$ cat config.mk
export PLATFORM = sky130hd
export DESIGN_NAME = apb4_mst
export DESIGN_NICKNAME = d
export VERILOG_FILES = /design/src/rtl/apb4_mst.sv
export SDC_FILE = /design/constraint.sdc
export NUM_CORES = 1
export LEC_CHECK = 0
export ABC_CLOCK_PERIOD_IN_PS = 4950
export CAP_MARGIN = 20
export CORE_AREA = 2 2 113 115
export DETAILED_ROUTE_END_ITERATION = 10
export DIE_AREA = 0 0 115 117
export GPL_ROUTABILITY_DRIVEN = 1
export PLACE_DENSITY = 0.77
export SLEW_MARGIN = 20
export SYNTH_ARGS = -nofsm -noshare
export SYNTH_HDL_FRONTEND = slang
export SYNTH_SLANG_ARGS = --single-unit
$ cat constraint.sdc
create_clock -name pclk -period 4.95 [get_ports pclk]
set_clock_uncertainty 0.1 [all_clocks]
set_input_delay 0.99 -clock pclk [delete_from_list [all_inputs] [get_ports pclk]]
set_output_delay 0.99 -clock pclk [all_outputs]
set_load 0.01 [all_outputs]
$ cat src/rtl/apb4_mst.sv
// apb4_mst: single-outstanding APB4 requester bridging a valid/ready request/response pair to APB4.
// One transfer at a time, with optional ACCESS-phase timeout and misalignment rejection.
module apb4_mst #(
  parameter int ADDR_WIDTH = 32,
  parameter int DATA_WIDTH = 32,
  parameter int TIMEOUT    = 256
) (
  input  logic                    pclk,
  input  logic                    presetn,
  input  logic                    req_valid_i,
  output logic                    req_ready_o,
  input  logic                    req_write_i,
  input  logic [ADDR_WIDTH-1:0]   req_addr_i,
  input  logic [DATA_WIDTH-1:0]   req_wdata_i,
  input  logic [DATA_WIDTH/8-1:0] req_strb_i,
  input  logic [2:0]              req_prot_i,
  output logic                    rsp_valid_o,
  input  logic                    rsp_ready_i,
  output logic [DATA_WIDTH-1:0]   rsp_rdata_o,
  output logic                    rsp_err_o,
  output logic [ADDR_WIDTH-1:0]   paddr_o,
  output logic [2:0]              pprot_o,
  output logic                    psel_o,
  output logic                    penable_o,
  output logic                    pwrite_o,
  output logic [DATA_WIDTH-1:0]   pwdata_o,
  output logic [DATA_WIDTH/8-1:0] pstrb_o,
  input  logic                    pready_i,
  input  logic [DATA_WIDTH-1:0]   prdata_i,
  input  logic                    pslverr_i
);
  localparam int CW = (TIMEOUT > 1) ? $clog2(TIMEOUT) : 1;
  localparam logic [CW-1:0] LIMIT = CW'((TIMEOUT > 0) ? TIMEOUT - 1 : 0);
  typedef enum logic [1:0] {IDLE, SETUP, ACCESS, RESP} state_t;
  state_t                  state_q, state_d;
  logic [CW-1:0]           cnt_q, cnt_d;
  logic                    write_q, write_d;
  logic [ADDR_WIDTH-1:0]   addr_q, addr_d;
  logic [DATA_WIDTH-1:0]   wdata_q, wdata_d;
  logic [DATA_WIDTH/8-1:0] strb_q, strb_d;
  logic [2:0]              prot_q, prot_d;
  logic [DATA_WIDTH-1:0]   rdata_q, rdata_d;
  logic                    err_q, err_d;
  always_ff @(posedge pclk or negedge presetn) begin
    if (!presetn) begin
      state_q <= IDLE;
      cnt_q   <= '0;
      write_q <= 1'b0;
      addr_q  <= '0;
      wdata_q <= '0;
      strb_q  <= '0;
      prot_q  <= '0;
      rdata_q <= '0;
      err_q   <= 1'b0;
    end else begin
      state_q <= state_d;
      cnt_q   <= cnt_d;
      write_q <= write_d;
      addr_q  <= addr_d;
      wdata_q <= wdata_d;
      strb_q  <= strb_d;
      prot_q  <= prot_d;
      rdata_q <= rdata_d;
      err_q   <= err_d;
    end
  end
  always_comb begin
    state_d = state_q;
    cnt_d   = cnt_q;
    write_d = write_q;
    addr_d  = addr_q;
    wdata_d = wdata_q;
    strb_d  = strb_q;
    prot_d  = prot_q;
    rdata_d = rdata_q;
    err_d   = err_q;
    case (state_q)
      IDLE:
        if (req_valid_i) begin
          if (req_addr_i[1:0] == 2'b00) begin
            write_d = req_write_i;
            addr_d  = req_addr_i;
            wdata_d = req_wdata_i;
            strb_d  = req_strb_i;
            prot_d  = req_prot_i;
            state_d = SETUP;
          end else begin
            rdata_d = '0;
            err_d   = 1'b1;
            state_d = RESP;
          end
        end
      SETUP: begin
        cnt_d   = '0;
        state_d = ACCESS;
      end
      ACCESS:
        if (pready_i) begin
          rdata_d = write_q ? '0 : prdata_i;
          err_d   = pslverr_i;
          state_d = RESP;
        end else if (TIMEOUT != 0 && cnt_q == LIMIT) begin
          rdata_d = '0;
          err_d   = 1'b1;
          state_d = RESP;
        end else begin
          cnt_d = cnt_q + CW'(1);
        end
      RESP:
        if (rsp_ready_i) state_d = IDLE;
      default: state_d = IDLE;
    endcase
  end
  assign req_ready_o = state_q == IDLE;
  assign psel_o      = state_q == SETUP || state_q == ACCESS;
  assign penable_o   = state_q == ACCESS;
  assign rsp_valid_o = state_q == RESP;
  assign rsp_rdata_o = rdata_q;
  assign rsp_err_o   = err_q;
  assign paddr_o     = addr_q;
  assign pprot_o     = prot_q;
  assign pwrite_o    = write_q;
  assign pwdata_o    = wdata_q;
  assign pstrb_o     = write_q ? strb_q : '0;
endmodule
Word level (Yosys, flattened, before mapping). Cells that the tools add are included.

Memory bits (writable): 0. Flip-flop bits (word level): 115. Memories: 0. Latch bits: 0. Memory bits (read-only): 0.

Eq/ne operators: 10. Add/subtract/negate cells: 1. Reduce and logical (&&, ||, !) cells: 9. Magnitude comparators: 0. Multiply operators: 0. Bitwise logic cells: 0. Shift operators: 0. Div/mod/pow operators: 0. Mux-type cells: 21.

Operators by type and width (count): two-way mux 32 bit (5); one-hot mux 32 bit (2 select lines) (1); two-way mux 8 bit (2); one-hot mux 8 bit (2 select lines) (1); two-way mux 2 bit (5); AND reduction 3 bit (3); adder 8 x 1 -> 8 bit (second input constant) (1); equality test 8 bit (second input constant) (1); != test 2 bit (second input constant) (4); one-hot mux 2 bit (4 select lines) (1); equality test 2 bit (second input constant) (2); zero test 2 bit (2); two-way mux 1 bit (4); two-way mux 4 bit (1); AND reduction 4 bit (1); nonzero test 2 bit (2); != test 3 x 1 -> 1 bit (second input constant) (1); equality test 2 x 1 -> 1 bit (second input constant) (1); != test 2 x 1 -> 1 bit (second input constant) (1); one-hot mux 1 bit (2 select lines) (1); logical OR 1 bit (1).

Depth between registers and ports, before layout.
Depth after elaboration: 4. Depth in mapped cells: 8. Depth with buffers taken out: 6.

Worst setup path after synthesis. OpenSTA, ideal clock, no wires.

Path kind: in2reg. Start: input req_addr_i[1]. End: register addr_q[10], in the netlist paddr_o[10]. Stages on the path: 5. Data required time: 4.725 ns. Buffers on the path: 2. Arrival time: 2.051 ns. Slack: 2.674 ns. Library setup time: 0.125 ns. Cell sequence: nor2_1 and3_1 clkbuf_1 buf_2 mux2_2.

Word-level cells in the longest chain between the ends: 2.

RTL lines: start: declaration (RTL line 13) `input logic [ADDR_WIDTH-1:0] req_addr_i,`; zero test 2 bit (RTL line 80) `if (req_addr_i[1:0] == 2'b00) begin`; AND reduction 3 bit (no source line); end signal: assignment (RTL line 59) `addr_q <= addr_d;`; end: declaration (RTL line 38) `logic [ADDR_WIDTH-1:0] addr_q, addr_d;`.

Every way passes these cells. A chain may end at the register's enable or synchronous reset.

Worst setup path in the final report.
Start: register state_q[0]. End: output penable_o.

Word-level cells in the longest chain between the ends: 1.

RTL lines: start: declaration (RTL line 35) `state_t state_q, state_d;`; start signal: assignment (RTL line 56) `state_q <= state_d;`; equality test 2 bit (RTL line 116) `assign penable_o = state_q == ACCESS;`; end: declaration (RTL line 24) `output logic penable_o,`.

Every way passes these cells.

==> impl_metrics.json <==
{
  "outcome": "finished clean",
  "fp.dieH_um": 117,
  "ir_drop_mv": 0.280,
  "row_count": 41,
  "initial_core_util": 0.390,
  "most-common-layout-cells": "sky130_fd_sc_hd__clkdlybuf4s50_1 (217), sky130_fd_sc_hd__dfrtp_1 (115), sky130_fd_sc_hd__mux2_2 (71), sky130_fd_sc_hd__inv_1 (39), sky130_fd_sc_hd__nand2_1 (37)",
  "first_iter_violations": 131,
  "cp_data_required_time_ps": 3860,
  "critPathCaptureType": "primary output",
  "power_per_cell_area_mw_per_mm2": 613,
  "core_area_mm2": 0.0123,
  "synth_enable_flop_cells": 0,
  "final_period_demand_of_the_worst_path_ps": 2990,
  "clkLatencyLatePin_ps": 400,
  "grt_first_pass_wirelength_um": 19400,
  "timing.critical_path.from": "state_q[0]$_DFFE_PN0P_",
  "worst_setup_hold_path_clk_slew_ps": 50,
  "netlist_area_mm2": 0.00480,
  "cts_tree": "done",
  "final_layout_size_suffix_gt1_frac": 0.176,
  "seq_area_frac_synth": 0.599,
  "fin_setup_tns_ps": 0,
  "syn_area_per_cell_um2": 13.1,
  "via_count": 3616,
  "dpl.hpwl_um": 9030,
  "hp-class": "in -> async",
  "antenna_found_initial": 0,
  "hold_buffers": 0,
  "number_of_buffers_created_by_cts": 17,
  "num_io_pins": 219,
  "syn_to_final_growth_pct": 59.8,
  "post_synth_main_area_contributors": "sky130_fd_sc_hd__dfrtp_1 (60%), sky130_fd_sc_hd__mux2_2 (17%), sky130_fd_sc_hd__mux2i_1 (7.3%)",
  "layout.cells.most_common": "sky130_fd_sc_hd__clkdlybuf4s50_1",
  "pin_count_of_the_biggest_net_entering_global_routing": 65,
  "synthDistinctLibCells": 31,
  "regToRegEndpoint": "pwdata_o[28]$_DFFE_PN0P_",
  "setup.worst_path.class": "reg -> out",
  "drt-pass1-iter-count": 4,
  "cts_num_sinks": 115,
  "synthArstFlopShare": 1.00,
  "finalSetupViolations": 0,
  "number_of_pins_exceeding_their_max_slew_limit_in_the_final_report": 0,
  "netlist.top_cell.by_area": "sky130_fd_sc_hd__dfrtp_1",
  "startpoint_type": "register",
  "final.period_utilization": 0.603,
  "die_area_mm2": 0.0135,
  "yosysWarningCount": 0,
  "tightest_slew_ps": 834,
  "drcViolationCount": 0,
  "rr_worst_depth": 5,
  "rsz_0062_raised_after_global_routing": "no",
  "clock_path_buffers": 2,
  "synth_top_area_share": 0.599,
  "clock-root-buffer": "sky130_fd_sc_hd__clkbuf_16",
  "max_slew_margin": 0.444,
  "htree_levels": 4,
  "syn_inst": 368,
  "finalCoreUtilization": 0.623,
  "maxCapViolCount": 0,
  "routabilityCongestion": 0.791,
  "number_of_hold_violations_in_the_final_report": 0,
  "postSynthRegisterBits": 115,
  "final_nets": 708,
  "number_of_global_route_vias_before_repair": 3796,
  "r2r-start": "state_q[0]$_DFFE_PN0P_",
  "cp.arrival_ps": 1900,
  "insertedDiodeCount": 0,
  "highest_clock_rate_mhz": 335,
  "ff2ff_setup_slack_ps": 2290,
  "die_x_um": 115,
  "ctsResizeCount": 0,
  "path_max_fanout": 10,
  "wl_per_instance_um": 16.2,
  "synth-main-ff-cell": "sky130_fd_sc_hd__dfrtp_1",
  "antenna_left": 0,
  "syn_nets": 483,
  "viasPerCell": 4.80,
  "io_buffer_count": 218,
  "drt_wl_total_um": 12200,
  "fillers": 1016,
  "gr-usage-all-layers": 0.189,
  "post-cts-setup-buffers": 0,
  "grt_remaining_overflow": 0,
  "cellLeakagePower_nw": 3.30
}
==> cells in the mapped netlist, drive strengths merged, types with 2 or more instances <==
library cell / instances
dfrtp: 115
mux2: 71
inv: 39
nand2: 37
mux2i: 35
buf: 14
o21ai: 8
nor2: 7
ha: 5
and2: 4
a21oi: 3
a31oi: 3
and3: 3
nand3: 3
nand4: 3
a22o: 2
clkbuf: 2
nand3b: 2
nor2b: 2
==> how the worst max path moves through the flow <==
stage	endpoint	slack [ps]	cells after the start
6_report	penable_o	1960	3
5_1_grt	pwdata_o[28]$_DFFE_PN0P_	1830	5
4_1_cts	penable_o	1930	3
3_5_place_dp	pwdata_o[28]$_DFFE_PN0P_	1520	5
3_3_place_gp	pwdata_o[23]$_DFFE_PN0P_	1590	5
2_1_floorplan	paddr_o[10]$_DFFE_PN0P_	2670	5
==> registers in the layout (all words and copies together), names as in the netlist <==
signal,cells
pwdata_o,32
pwrite_o,1
rsp_rdata_o,32
pprot_o,3
strb_q,4
rsp_err_o,1
cnt_q,8
paddr_o,32
state_q,2
==> layer usage <==
metal  wire [µm]  vias to the layer above  share of wire  track usage
li1            -                     1688              -            -
met2        6430                      138           0.53        0.326
met4         349                        0          0.029       0.0779
met5           0                        -              0            0
met1        4750                     1764           0.39        0.218
met3         691                       26          0.057       0.0633
==> cells by family (layout without fill, tap and decap cells) <==
| family | after synthesis | count (layout) | synth area share |
|---|---|---|---|
| mux | 106 | 106 | 0.239 |
| simple gates | 63 | 63 | 0.0599 |
| buf+inv | 55 | 290 | 0.0529 |
| fa+ha+maj | 5 | 5 | 0.0130 |
| compound gates | 24 | 24 | 0.0359 |
| flops | 115 | 115 | 0.599 |
==> critical path, stage by stage, from the launching register on <==
cell and delay [ps]:
sky130_fd_sc_hd__dfrtp_1 380, sky130_fd_sc_hd__inv_1 120, sky130_fd_sc_hd__ha_1 360, sky130_fd_sc_hd__clkdlybuf4s50_1 630
==> metrics by stage <==
stage	hold slack (ps)	worst slack [ps]	std cells	total power, mW	instance area, µm²
floorplan	373	2670	368	2.49	4800
global placement	385	1590	724	3.47	7100
detailed placement	390	1520	724	3.55	7100
CTS	309	1930	753	4.77	7680
global route	305	1830	753	4.98	7680
finish	324	1960	753	4.70	7680
==> report_power, final <==
| part | internal (mW) | total, mW | switching, mW |
|---|---|---|---|
| registers | 1.33 | 1.55 | 0.212 |
| logic | 1.16 | 1.97 | 0.807 |
| clock network | 0.805 | 1.19 | 0.386 |
| total | 3.30 | 4.70 | 1.40 |
==> cell type report <==
| cell class | instances | area, µm² | area share |
|---|---|---|---|
| Timing Repair Buffer | 222 | 2210 | 0.288 |
| Clock inverter | 6 | 105 | 0.0137 |
| Clock buffer | 23 | 468 | 0.0610 |
| Tap cell | 150 | 188 | 0.0244 |
| Inverter | 39 | 146 | 0.0191 |
| Sequential cell | 115 | 2880 | 0.375 |
| Multi-Input combinational cell | 198 | 1680 | 0.219 |
(Power assumes the default switching activity.)
